===== src/rtl/fp16_addsub_unit.sv =====
// fp16_addsub_unit
// Single-entry, multi-cycle IEEE 754 binary16 adder/subtractor.
// Responder side of the FPU operation handshake.
//
// Ports:
//   clk_i        clock, rising edge
//   rst_ni       asynchronous active-low reset
//   operands_i   [0]=A, [1]=B, FP16
//   op_mod_i     0: A+B, 1: A-B
//   rnd_mode_i   3'b001 RTZ, every other code RNE
//   tag_i        request tag, returned unchanged on tag_o
//   in_valid_i   request valid
//   in_ready_o   unit can accept a request (IDLE only)
//   result_o     FP16 result
//   status_o     {NV,DZ,OF,UF,NX}
//   tag_o        tag of the returned result
//   out_valid_o  response valid (DONE)
//   out_ready_i  initiator accepts the response
//   flush_i      synchronous kill of any in-flight operation
//   busy_o       operation in flight or response pending
//
// Pipeline of states: IDLE -> ALIGN -> NORM -> DONE -> IDLE.
// Acceptance edge T, out_valid_o rises after edge T+2.

module fp16_addsub_unit #(
  parameter int unsigned TagWidth = 1
) (
  input  logic                clk_i,
  input  logic                rst_ni,
  input  logic [1:0][15:0]    operands_i,
  input  logic                op_mod_i,
  input  logic [2:0]          rnd_mode_i,
  input  logic [TagWidth-1:0] tag_i,
  input  logic                in_valid_i,
  output logic                in_ready_o,
  output logic [15:0]         result_o,
  output logic [4:0]          status_o,
  output logic [TagWidth-1:0] tag_o,
  output logic                out_valid_o,
  input  logic                out_ready_i,
  input  logic                flush_i,
  output logic                busy_o
);

  typedef enum logic [1:0] {
    IDLE  = 2'd0,
    ALIGN = 2'd1,
    NORM  = 2'd2,
    DONE  = 2'd3
  } state_t;

  state_t state_reg, state_next;
  logic   accept;

  // ------------------------------------------------------------------
  // FSM
  // ------------------------------------------------------------------
  always_ff @(posedge clk_i or negedge rst_ni) begin
    if (!rst_ni) begin
      state_reg <= IDLE;
    end else begin
      state_reg <= state_next;
    end
  end

  always_comb begin
    state_next  = state_reg;
    in_ready_o  = 1'b0;
    out_valid_o = 1'b0;
    busy_o      = 1'b1;
    case (state_reg)
      IDLE: begin
        in_ready_o = 1'b1;
        busy_o     = 1'b0;
        if (in_valid_i) state_next = ALIGN;
      end
      ALIGN: state_next = NORM;
      NORM:  state_next = DONE;
      DONE: begin
        out_valid_o = 1'b1;
        if (out_ready_i) state_next = IDLE;
      end
      default: state_next = IDLE;
    endcase
    // flush overrides every transition, including acceptance in IDLE
    if (flush_i) state_next = IDLE;
  end

  assign accept = in_ready_o && in_valid_i && !flush_i;

  // ------------------------------------------------------------------
  // Request capture
  // ------------------------------------------------------------------
  logic [15:0]         opnd_reg [2];
  logic                op_sub_reg;
  logic                rtz_reg;
  logic [TagWidth-1:0] tag_req_reg;

  always_ff @(posedge clk_i or negedge rst_ni) begin
    if (!rst_ni) begin
      opnd_reg[0] <= '0;
      opnd_reg[1] <= '0;
      op_sub_reg  <= 1'b0;
      rtz_reg     <= 1'b0;
      tag_req_reg <= '0;
    end else if (accept) begin
      opnd_reg[0] <= operands_i[0];
      opnd_reg[1] <= operands_i[1];
      op_sub_reg  <= op_mod_i;
      rtz_reg     <= (rnd_mode_i == 3'b001);
      tag_req_reg <= tag_i;
    end
  end

  // ------------------------------------------------------------------
  // ALIGN: unpack and classify both operands
  // ------------------------------------------------------------------
  logic        sgn     [2];  // effective sign (B already flipped for subtract)
  logic [4:0]  exp_eff [2];  // subnormals use exponent 1
  logic [10:0] sig     [2];  // significand with hidden bit
  logic        is_nan  [2];
  logic        is_snan [2];
  logic        is_inf  [2];

  for (genvar gi = 0; gi < 2; gi++) begin : g_unpack
    logic [4:0] exp_f;
    logic [9:0] frac;
    assign exp_f        = opnd_reg[gi][14:10];
    assign frac         = opnd_reg[gi][9:0];
    assign sgn[gi]      = opnd_reg[gi][15] ^ (op_sub_reg & (gi == 1));
    assign exp_eff[gi]  = (exp_f == 5'd0) ? 5'd1 : exp_f;
    assign sig[gi]      = {exp_f != 5'd0, frac};
    assign is_nan[gi]   = (exp_f == 5'h1F) && (frac != 10'd0);
    assign is_snan[gi]  = is_nan[gi] && !frac[9];
    assign is_inf[gi]   = (exp_f == 5'h1F) && (frac == 10'd0);
  end

  // Special-value resolution
  logic        spec_hit;
  logic [15:0] spec_res;
  logic        spec_nv;

  always_comb begin
    spec_hit = 1'b1;
    spec_res = 16'h7E00;
    spec_nv  = 1'b0;
    if (is_nan[0] || is_nan[1]) begin
      spec_nv = is_snan[0] || is_snan[1];
    end else if (is_inf[0] && is_inf[1]) begin
      if (sgn[0] != sgn[1]) spec_nv = 1'b1;
      else                  spec_res = {sgn[0], 15'h7C00};
    end else if (is_inf[0]) begin
      spec_res = {sgn[0], 15'h7C00};
    end else if (is_inf[1]) begin
      spec_res = {sgn[1], 15'h7C00};
    end else begin
      spec_hit = 1'b0;
    end
  end

  // Swap so |X| >= |Y|, then shift Y right into guard/round/sticky
  logic        swap;
  logic        x_sign;
  logic [4:0]  x_exp, y_exp, exp_diff;
  logic [10:0] x_sig, y_sig;
  logic [3:0]  shift_amt;
  logic [27:0] y_wide;
  logic [13:0] y_aligned;

  always_comb begin
    swap      = opnd_reg[1][14:0] > opnd_reg[0][14:0];
    x_sign    = swap ? sgn[1]     : sgn[0];
    x_exp     = swap ? exp_eff[1] : exp_eff[0];
    y_exp     = swap ? exp_eff[0] : exp_eff[1];
    x_sig     = swap ? sig[1]     : sig[0];
    y_sig     = swap ? sig[0]     : sig[1];
    exp_diff  = x_exp - y_exp;
    shift_amt = (exp_diff > 5'd14) ? 4'd14 : exp_diff[3:0];
    y_wide    = {y_sig, 3'b000, 14'd0} >> shift_amt;
    // everything shifted past the round bit collapses into the sticky bit
    y_aligned = {y_wide[27:15], y_wide[14] | (|y_wide[13:0])};
  end

  logic        spec_hit_reg;
  logic [15:0] spec_res_reg;
  logic        spec_nv_reg;
  logic        x_sign_reg;
  logic        eff_sub_reg;
  logic [4:0]  x_exp_reg;
  logic [13:0] x_man_reg;
  logic [13:0] y_man_reg;

  always_ff @(posedge clk_i or negedge rst_ni) begin
    if (!rst_ni) begin
      spec_hit_reg <= 1'b0;
      spec_res_reg <= '0;
      spec_nv_reg  <= 1'b0;
      x_sign_reg   <= 1'b0;
      eff_sub_reg  <= 1'b0;
      x_exp_reg    <= '0;
      x_man_reg    <= '0;
      y_man_reg    <= '0;
    end else if (state_reg == ALIGN) begin
      spec_hit_reg <= spec_hit;
      spec_res_reg <= spec_res;
      spec_nv_reg  <= spec_nv;
      x_sign_reg   <= x_sign;
      eff_sub_reg  <= sgn[0] ^ sgn[1];
      x_exp_reg    <= x_exp;
      x_man_reg    <= {x_sig, 3'b000};
      y_man_reg    <= y_aligned;
    end
  end

  // ------------------------------------------------------------------
  // NORM: add, normalize, round, pack
  // ------------------------------------------------------------------
  logic [14:0] sum;
  logic [3:0]  lz;
  logic [4:0]  max_sh;
  logic [3:0]  sh;
  logic [13:0] norm_man;
  logic [5:0]  norm_exp;
  logic        inexact;
  logic        rnd_up;
  logic [11:0] rounded;
  logic [5:0]  fin_exp;
  logic [9:0]  fin_frac;
  logic        ovf;
  logic        uf;
  logic [15:0] res_next;
  logic [4:0]  sts_next;

  always_comb begin
    sum = eff_sub_reg ? ({1'b0, x_man_reg} - {1'b0, y_man_reg})
                      : ({1'b0, x_man_reg} + {1'b0, y_man_reg});

    lz = 4'd14;
    for (int i = 0; i < 14; i++) begin
      if (sum[i]) lz = 4'(13 - i);
    end

    // Left shift never takes the exponent below 1; what remains is subnormal.
    max_sh = x_exp_reg - 5'd1;
    sh     = ({1'b0, lz} > max_sh) ? max_sh[3:0] : lz;

    if (sum[14]) begin
      norm_man = {sum[14:2], sum[1] | sum[0]};
      norm_exp = {1'b0, x_exp_reg} + 6'd1;
    end else begin
      norm_man = sum[13:0] << sh;
      norm_exp = {1'b0, x_exp_reg} - {2'b00, sh};
    end

    // norm_man: [13] hidden, [12:3] fraction, [2] guard, [1] round, [0] sticky
    inexact = |norm_man[2:0];
    rnd_up  = !rtz_reg && norm_man[2] && (norm_man[1] || norm_man[0] || norm_man[3]);
    rounded = {1'b0, norm_man[13:3]} + {11'd0, rnd_up};

    if (rounded[11]) begin
      fin_exp  = norm_exp + 6'd1;
      fin_frac = rounded[10:1];
    end else if (rounded[10]) begin
      fin_exp  = norm_exp;
      fin_frac = rounded[9:0];
    end else begin
      fin_exp  = 6'd0;
      fin_frac = rounded[9:0];
    end

    ovf = (fin_exp >= 6'd31);
    uf  = (fin_exp == 6'd0) && inexact;

    res_next = {x_sign_reg, fin_exp[4:0], fin_frac};
    sts_next = {3'b000, uf, inexact};
    if (spec_hit_reg) begin
      res_next = spec_res_reg;
      sts_next = {spec_nv_reg, 4'b0000};
    end else if (sum == 15'd0) begin
      // exact cancellation is +0; only like-signed zeros keep their sign
      res_next = {x_sign_reg & ~eff_sub_reg, 15'd0};
      sts_next = 5'b00000;
    end else if (ovf) begin
      res_next = rtz_reg ? {x_sign_reg, 15'h7BFF} : {x_sign_reg, 15'h7C00};
      sts_next = 5'b00101;
    end
  end

  // ------------------------------------------------------------------
  // Response registers: written only on the NORM->DONE step, so they
  // hold steady while the response is back-pressured.
  // ------------------------------------------------------------------
  always_ff @(posedge clk_i or negedge rst_ni) begin
    if (!rst_ni) begin
      result_o <= '0;
      status_o <= '0;
      tag_o    <= '0;
    end else if ((state_reg == NORM) && !flush_i) begin
      result_o <= res_next;
      status_o <= sts_next;
      tag_o    <= tag_req_reg;
    end
  end

endmodule


===== config.mk =====
export PLATFORM = sky130hd
export DESIGN_NAME = fp16_addsub_unit
export DESIGN_NICKNAME = d
export VERILOG_FILES = /design/src/rtl/fp16_addsub_unit.sv
export SDC_FILE = /design/constraint.sdc
export NUM_CORES = 1
export LEC_CHECK = 0
export BUFFER_PORTS_ARGS = -buffer_cell sky130_fd_sc_hd__buf_2
export CORE_MARGIN = 1.5
export CORE_UTILIZATION = 45
export CTS_BUF_LIST = sky130_fd_sc_hd__clkbuf_2
export DETAILED_ROUTE_END_ITERATION = 7
export PLACE_DENSITY = 0.65
export SLEW_MARGIN = 20
export SYNTH_ARGS = -nofsm -noshare
export SYNTH_HDL_FRONTEND = slang
export SYNTH_SLANG_ARGS = --single-unit

===== constraint.sdc =====
create_clock -name clk_i -period 7.5 [get_ports clk_i]
set_clock_uncertainty 0.1 [all_clocks]
set_input_delay 0.75 -clock clk_i [delete_from_list [all_inputs] [get_ports clk_i]]
set_output_delay 0.75 -clock clk_i [all_outputs]
set_load 0.02 [all_outputs]

Yosys cells after proc, flatten, opt, wreduce, memory -nomap -nowiden

Index checks and enable logic that the tools add are counted.

Multiply operators: 0
Reductions and logical operators: 35
Magnitude comparators: 4
Bitwise logic cells: 6
Shift operators: 2
Div/mod/pow operators: 0
Muxes and demuxes: 55
Add/subtract/negate cells: 8
Equal/unequal tests: 9

Operator list:

| kind                                  | number |
|---|---|
| 2-to-1 mux 16 bit                     | 7 |
| 2-to-1 mux 4 bit                      | 10 |
| 2-to-1 mux 11 bit                     | 3 |
| 2-to-1 mux 15 bit                     | 2 |
| right shift 28 x 4 -> 28 bit          | 1 |
| 2-to-1 mux 5 bit                      | 5 |
| zero test 10 bit                      | 2 |
| nonzero test 10 bit                   | 2 |
| 2-to-1 mux 3 bit                      | 6 |
| 2-to-1 mux 6 bit                      | 3 |
| adder 14 x 14 -> 15 bit               | 1 |
| greater-than comparator 15 bit        | 1 |
| zero test 15 bit                      | 1 |
| subtractor 14 x 14 -> 15 bit          | 1 |
| 2-to-1 mux 14 bit                     | 1 |
| OR reduction 14 bit                   | 1 |
| << shifter 14 x 4 -> 14 bit           | 1 |
| logical AND 1 bit                     | 13 |
| adder 11 x 1 -> 12 bit                | 1 |
| 2-to-1 mux 1 bit                      | 11 |
| == test 5 bit (second input constant) | 2 |
| zero test 5 bit                       | 2 |
| 2-to-1 mux 10 bit                     | 1 |
| 2-to-1 mux 2 bit                      | 5 |
| other kinds (25)                      | 36 |

Bits in registers: 109
Bits in latches: 0
Input port bits: 42
Bits in writable memories: 0
Memories kept: 0
Output and inout bits: 25
Memory bits (read-only): 0
Logic and storage cells: 136

Depth between registers and ports, before layout

Gate-level depths: netlist (run 1).

Depth after elaboration: 31
Mapped depth: 38

Worst setup path after synthesis (run 1)

Ideal clock, no wire load.

Path kind: register to register
From: register x_man_reg[4]
To: register result_o[3]
Cell stages (with the launch flop): 29
Setup time: 0.122 ns
Setup slack: -0.546 ns
Path buffers: 1
Data arrival time: 7.824 ns
Cell sequence: dfrtp_1 ha_1 or3b_4 o22a_1 a22o_1 or4_1 a211oi_1 nand2b_1 and4_1 ha_1 a21oi_1 nor2b_1 o311ai_1 o2111ai_4 a2111oi_0 a31oi_1 o21ai_0 nor3b_1 ha_1 inv_1 o41ai_1 o22ai_1 or3_1 clkbuf_1 or4_1 a211oi_2 nand4_1 a21o_1 a32o_1

Word-level cells in the longest chain between the ends: 26
Elaborated cells on any way between the ends: 33

Ends and longest elaborated chain:

| what                                                                           | line     | source |
|---|---|---|
| from (decl)                                                                    | 190      | `logic [13:0] x_man_reg;` |
| from (signal assigned)                                                         | 210      | `x_man_reg <= {x_sig, 3'b000};` |
| adder 14 x 14 -> 15 bit / subtractor 14 x 14 -> 15 bit (equally long branches) | 236, 235 |  |
| 2-to-1 mux 15 bit *                                                            | 235      | `sum = eff_sub_reg ? ({1'b0, x_man_reg} - {1'b0, y_man_reg})` |
| 2-to-1 mux 3 bit (2 in series)                                                 | 240      | `if (sum[i]) lz = 4'(13 - i);` |
| 2-to-1 mux 4 bit (8 in series)                                                 | 240      |  |
| greater-than comparator 4 x 5 -> 1 bit                                         | 245      | `sh = ({1'b0, lz} > max_sh) ? max_sh[3:0] : lz;` |
| 2-to-1 mux 4 bit                                                               | 245      |  |
| << shifter 14 x 4 -> 14 bit                                                    | 251      | `norm_man = sum[13:0] << sh;` |
| 2-to-1 mux 14 bit                                                              | 247      | `if (sum[14]) begin` |
| logical OR 1 bit (2 in series)                                                 | 257      | `rnd_up = !rtz_reg && norm_man[2] && (norm_man[1] \|\| norm_man[0] \|\| norm_man[3]);` |
| logical AND 1 bit                                                              | 257      |  |
| adder 11 x 1 -> 12 bit                                                         | 258      | `rounded = {1'b0, norm_man[13:3]} + {11'd0, rnd_up};` |
| 2-to-1 mux 6 bit                                                               | 263      | `end else if (rounded[10]) begin` |
| 2-to-1 mux 6 bit                                                               | 260      | `if (rounded[11]) begin` |
| greater-or-equal comparator 6 x 5 -> 1 bit                                     | 271      | `ovf = (fin_exp >= 6'd31);` |
| 2-to-1 mux 15 bit                                                              | 283      | `end else if (ovf) begin` |
| 2-to-1 mux 16 bit *                                                            | 279      | `end else if (sum == 15'd0) begin` |
| 2-to-1 mux 16 bit *                                                            | 276      | `if (spec_hit_reg) begin` |
| to (signal assigned)                                                           | 299      | `result_o <= res_next;` |
| to (decl)                                                                      | 36       | `output logic [15:0] result_o,` |

Mark *: on every way between the ends. The rest lies on a longest branch, timed or not.
A chain may end at the register's enable or synchronous reset.

Final worst setup path (run 1)

From: register x_man_reg[4]
To: register result_o[5]

The elaborated chain is that of the path after synthesis.

==> results of run 1 <==
## area by class of cell
class	instances	area [um2]	area share, %
well taps	265	332	2.87
clock inverters	7	86.3	0.748
multi-input cells	861	6590	57.1
repair buffers	268	1880	16.3
inverters	60	228	1.97
flip-flops and latches	95	2380	20.6
clock buffers	9	45.0	0.390
diodes	1	2.50	0.0217
## per-layer routing
metal,vias up,routed length [um]
li1,4478,-
met1,4467,13000
met2,250,12800
met3,32,1120
met4,0,602
met5,-,0
## through the flow
stage / std cells / setup slack, ns / hold WS (ns)
after floorplan: 1070 / 0.0134 / 0.339
after global placement: 1524 / -0.244 / 0.353
after detailed placement: 1524 / -0.306 / 0.357
after CTS: 1550 / 0.0112 / 0.156
after global routing: 1566 / -0.176 / 0.120
final: 1566 / 0.0644 / 0.163
## cell usage in the layout (no fill, tap or decap), types with 20 or more instances in the layout
| cell | synthesis | routed |
|---|---|---|
| o21ai_0 | 47 | 42 |
| nand3_1 | 23 | 20 |
| nand2_1 | 78 | 77 |
| buf_2 | 10 | 64 |
| buf_4 | 3 | 199 |
| inv_1 | 59 | 55 |
| ha_1 | 61 | 53 |
| nor3_1 | 34 | 27 |
| dfrtp_1 | 95 | 94 |
| mux2_2 | 48 | 47 |
| mux2i_1 | 43 | 43 |
| nand4_1 | 21 | 21 |
| nor2_1 | 103 | 97 |
| a21oi_1 | 79 | 78 |
## worst max-delay path, cell delays in order (launching register included)
cell and delay (ns):
dfrtp_2 0.51, ha_4 0.28, or3b_4 0.40, o22a_1 0.23, a22o_1 0.20, or4_4 0.43, a211oi_2 0.25, nand2b_1 0.13
and4_4 0.20, ha_4 0.25, a21oi_4 0.12, nor2b_2 0.06, o311a_4 0.37, a2111oi_4 0.36, or2_4 0.21, inv_4 0.04
or4_1 0.56, nor3b_1 0.18, o21ai_1 0.17, ha_1 0.23, and3_1 0.20, a41oi_2 0.08, nor3_2 0.35, and4_4 0.31
nor4_2 0.07, or2_1 0.27, or4b_4 0.54, a32o_1 0.26
## path summary, 6_finish.rpt
kind	from	endpoint
worst max-delay path	x_man_reg[4]$_DFFE_PN0N_	result_o[5]$_DFFE_PN0P_
max in group asynchronous	rst_ni	x_man_reg[4]$_DFFE_PN0N_
worst min-delay path	flush_i	state_reg[0]$_DFFE_PN0P_
worst max register to register	x_man_reg[4]$_DFFE_PN0N_	result_o[5]$_DFFE_PN0P_
min in group asynchronous	rst_ni	result_o[14]$_DFFE_PN0P_
worst min register to register	spec_res_reg[14]$_DFFE_PN0N_	spec_res_reg[14]$_DFFE_PN0N_
## logic make-up (layout without fill, tap and decap cells)
group / count (synthesis) / after routing / synth area share, %
xor+xnor: 22 / 22 / 2.14
other cells: 1 / 2 / 0.0417
compound gates: 309 / 309 / 24.8
simple gates: 374 / 374 / 21.5
buf+inv: 114 / 344 / 5.13
flops: 95 / 95 / 26.4
mux: 91 / 91 / 10.8
fa+ha+maj: 64 / 64 / 9.15
## timing repair
action,in CTS,in global routing
hold buffers,1,0
setup buffers,9,15
resized for setup,17,57
pin swaps,10,21
hold endpoints to repair,21,0
setup endpoints to repair,18,18
==> flow_summary.json, run 1 <==
{
  "drtIter0Drc": 609,
  "avgViaCountPerCell": 5.89,
  "rsz0062_at_grt": "true",
  "nNetsFinal": 1401,
  "ys.flop_type": "dfrtp_1",
  "top_usage_layer": "met2",
  "ioPinCount": 67,
  "fin_util_pct": 59.1,
  "yosysTopAreaCell": "dfrtp_1",
  "use_met2_pct": 42.5,
  "max_freq_mhz": 134,
  "ant_nets": 0,
  "cp-start-kind": "flip-flop",
  "setup-violations-final": 0,
  "r2r.worst_path.cells": 27,
  "cts.sinks": 95,
  "worstMarginPinSlew_ns": 0.964,
  "critPathKind": "reg -> reg",
  "dieArea_um2": 20900,
  "antenna_found_initial": 1,
  "portBuffers": 65,
  "die_y_um": 144,
  "yosysMostFrequentCell": "nor2_1",
  "grtUsageMet3_pct": 2.19,
  "synth_top_area_share_pct": 26.4,
  "first_global_vias": 8502,
  "min_path_type": "in -> reg",
  "hold_viol_final": 0,
  "maxCapViolations": 0,
  "initial_utilization_pct": 46.1,
  "holdPathStages": 2,
  "synthToLayoutAreaGrowth_pct": 28.2,
  "fillers": 1844,
  "globalplace.congestion": 0.947,
  "rows": 51,
  "grt_usage_pct": 26.3,
  "largest_reg_flops": 20,
  "endpoint_kind": "flip-flop",
  "htree_num_levels": 3,
  "cts_root_buf": "clkbuf_2",
  "tritoncts": "done",
  "synth.area.top_cells": "dfrtp_1 26%, ha_1 8.5%, mux2_2 6.0%",
  "clk_latency_ns": 0.62,
  "layout_min_cycle_time_ns": 7.44,
  "core_um2": 19500,
  "dr.pass1.iters": 7,
  "syn_area_per_cell_um2": 8.41,
  "synth-warning-count": 0,
  "ys_seq_elements": 95,
  "cp_max_fo": 7,
  "slew_headroom_pct": 35.8,
  "finalMaxSlewViolations": 0,
  "tns_ns": 0,
  "detail_route.wirelength_mm": 27.6,
  "globalRoute.totalOverflow": 0,
  "grt_pass1_wl_mm": 43.6,
  "synth.cell_area_um2": 9000,
  "ff2ff_setup_slack_ns": 0.06,
  "fin_area_um2": 11500,
  "synth_cell_types": 95,
  "die_x_um": 144,
  "detailed_place.area_um2": 10900,
  "cts.clk_slew.worst_paths_ns": 0.32,
  "required_ns": 7.94,
  "cts_buffers": 9,
  "dpl.hpwl_mm": 21.4,
  "clockBufferDepth": 2,
  "vias": 9227,
  "wl_per_cell_um": 17.6,
  "ys_seq_area_share_pct": 26.4,
  "timing.final.crit_share_pct": 99.1,
  "syn-num-nets": 1176,
  "grtUsageMet1_pct": 37.6,
  "crit_arrival_ns": 7.88,
  "drive_above_1_share_pct": 33.9,
  "route.detailed.drc": 0,
  "synth-edff-count": 0,
  "synth_commonest_cells": "103 x nor2_1, 95 x dfrtp_1, 79 x a21oi_1",
  "grt_max_degree": 75,
  "synthCells": 1070,
  "async_flop_share_pct": 100,
  "status": "completed"
}
Power of run 1 is not shown: default switching activity piles up to over one toggle a cycle in this logic, so the estimate is an artifact.
==> run 2, diff against run 1 <==
--- a/config.mk
+++ b/config.mk
@@ -10,7 +10,7 @@
 export CORE_UTILIZATION = 45
 export CTS_BUF_LIST = sky130_fd_sc_hd__clkbuf_2
 export DETAILED_ROUTE_END_ITERATION = 7
-export PLACE_DENSITY = 0.65
+export PLACE_DENSITY_LB_ADDON = 0.05
 export SLEW_MARGIN = 20
 export SYNTH_ARGS = -nofsm -noshare
 export SYNTH_HDL_FRONTEND = slang
==> run 2 against run 1 <==
Effect of this change: the flow now finishes with violations (setup timing); die area is the same; sequential share of layout area shrank 0.27 points; worst setup slack lost 0.17 ns; maximum frequency shrank 2.2%; first-iteration DRC count shrank 21%; non-clock buffer count grew 19; design area grew 1.4%; routed wire length grew 1.3%.
==> flow_summary.json, run 2 (same netlist as run 1, synthesis figures left out) <==
{
  "layout_min_cycle_time_ns": 7.60,
  "detail_route.wirelength_mm": 27.9,
  "grt_pass1_wl_mm": 44.8,
  "rows": 51,
  "critPathKind": "reg -> reg",
  "tritoncts": "done",
  "cts_root_buf": "clkbuf_2",
  "drive_above_1_share_pct": 34.6,
  "globalplace.congestion": 0.896,
  "htree_num_levels": 3,
  "endpoint_kind": "flip-flop",
  "avgViaCountPerCell": 5.72,
  "core_um2": 19500,
  "finalMaxSlewViolations": 0,
  "fin_util_pct": 59.9,
  "cp-start-kind": "flip-flop",
  "timing.hold.ws_ns": 0.217,
  "max_freq_mhz": 131,
  "max_stage_delay_ns": 0.62,
  "required_ns": 7.92,
  "ioPinCount": 67,
  "crit_arrival_ns": 8.02,
  "final_common_cell": "buf_4",
  "die_x_um": 144,
  "largest_reg_flops": 20,
  "die_y_um": 144,
  "cts.sinks": 95,
  "final_cells": 1585,
  "cts.clk_slew.worst_paths_ns": 0.31,
  "route.detailed.drc": 0,
  "holdPathStages": 2,
  "placedCellCount": 1541,
  "r2r.worst_path.cells": 30,
  "setup-violations-final": 10,
  "rsz0062_at_grt": "true",
  "grt_max_degree": 66,
  "dpl.hpwl_mm": 22.0,
  "violations": "setup timing",
  "synthToLayoutAreaGrowth_pct": 29.9,
  "crit_family": "simple AND/OR/NAND/NOR gates",
  "worstMarginPinSlew_ns": 1.11,
  "status": "complete, but fails checks",
  "initial_utilization_pct": 46.1,
  "path_buf_inv": 7,
  "portBuffers": 65,
  "maxCapViolations": 0,
  "slew_headroom_pct": 25.6,
  "first_global_vias": 8544,
  "wl_per_cell_um": 17.6,
  "dieArea_um2": 20900,
  "grt_usage_pct": 27.3,
  "cp_max_fo": 6,
  "hold_viol_final": 0,
  "cpMostUsedCell": "buf_4",
  "fillers": 1846,
  "layout_common_cells": "216 x buf_4, 98 x nor2_1, 93 x dfrtp_1",
  "min_path_type": "in -> reg",
  "antenna_found_initial": 1,
  "fin_ws_ns": -0.105,
  "cp_slowest_cell": "or4_1",
  "clk_latency_ns": 0.59,
  "timing.final.crit_share_pct": 101,
  "dr.pass1.iters": 7,
  "clockBufferDepth": 2,
  "globalRoute.totalOverflow": 0,
  "cts_buffers": 9,
  "drtIter0Drc": 481,
  "worst-path-stages": 30,
  "nNetsFinal": 1420,
  "vias": 9061,
  "ant_nets": 0
}
## run 2: changes by cell type in the layout (fill, tap and decap cells not counted), moves of 2 or more
cell	previous run	this run
a21oi_1	78	74
a21oi_2	0	5
and4_1	7	9
buf_4	199	216
buf_6	3	6
nor2_2	6	4
nor3_2	8	6
o32ai_1	7	5
o32ai_2	0	2
## run 2: through the flow
| stage | setup TNS [ns] | setup WS (ns) | cell area, um2 |
|---|---|---|---|
| final | -0.233 | -0.105 | 11700 |
| after global placement | -0.527 | -0.0590 | 11000 |
| after global routing | -4.56 | -0.410 | 11700 |
| after CTS | 0 | 0.00838 | 11300 |
| after detailed placement | -3.06 | -0.257 | 11000 |
| after floorplan | 0 | 0.0134 | 9110 |
## run 2: worst paths after layout
kind                                              start                      endpoint  slack [ns]
min in group asynchronous                        rst_ni      y_man_reg[0]$_DFFE_PN0N_        0.50
setup / recovery               y_man_reg[4]$_DFFE_PN0N_       result_o[5]$_DFFE_PN0P_       -0.10
hold / removal                                  flush_i      state_reg[1]$_DFFE_PN0P_        0.22
hold reg to reg            spec_res_reg[14]$_DFFE_PN0N_  spec_res_reg[14]$_DFFE_PN0N_        0.41
setup reg to reg               y_man_reg[4]$_DFFE_PN0N_       result_o[5]$_DFFE_PN0P_       -0.10
max in group asynchronous                        rst_ni      spec_hit_reg$_DFFE_PN0N_        5.65
## run 2: routing by layer
layer / part of all wire, % / track usage [%] / routed length [um] / up-vias
met4: 2.6 / 9.09 / 731 / 0
met5: 0 / 0 / 0 / -
met2: 46 / 43.3 / 12800 / 218
met1: 48 / 38.6 / 13300 / 4273
li1: - / - / - / 4524
met3: 4.0 / 3.25 / 1110 / 46
## run 2: layout make-up
type	count	area, um2	share of cell area [%]
diodes	1	2.50	0.0214
flip-flops and latches	95	2380	20.4
inverters	60	231	1.98
clock buffers	10	50.0	0.428
multi-input cells	861	6580	56.3
repair buffers	287	2020	17.3
well taps	265	332	2.84
clock inverters	6	100	0.856
## run 2: what timing repair did
item	in CTS	in global routing
hold buffers	1	0
endpoints found under the setup margin	18	18
buffers inserted	6	20
gates resized for setup	20	55
pin swaps	6	25
endpoints found under the hold margin	27	0
## run 2: worst reg2reg max path: cells and delay by family (launching register included)
kind	cells	cell delay, ns
and+or+nand+nor	11	3.11
AOI/OAI and AO/OA	10	2.24
buffers and inverters	7	1.02
adders and majority gates	2	0.60
DFF	1	0.46
Power of run 2 is left out for the same reason.
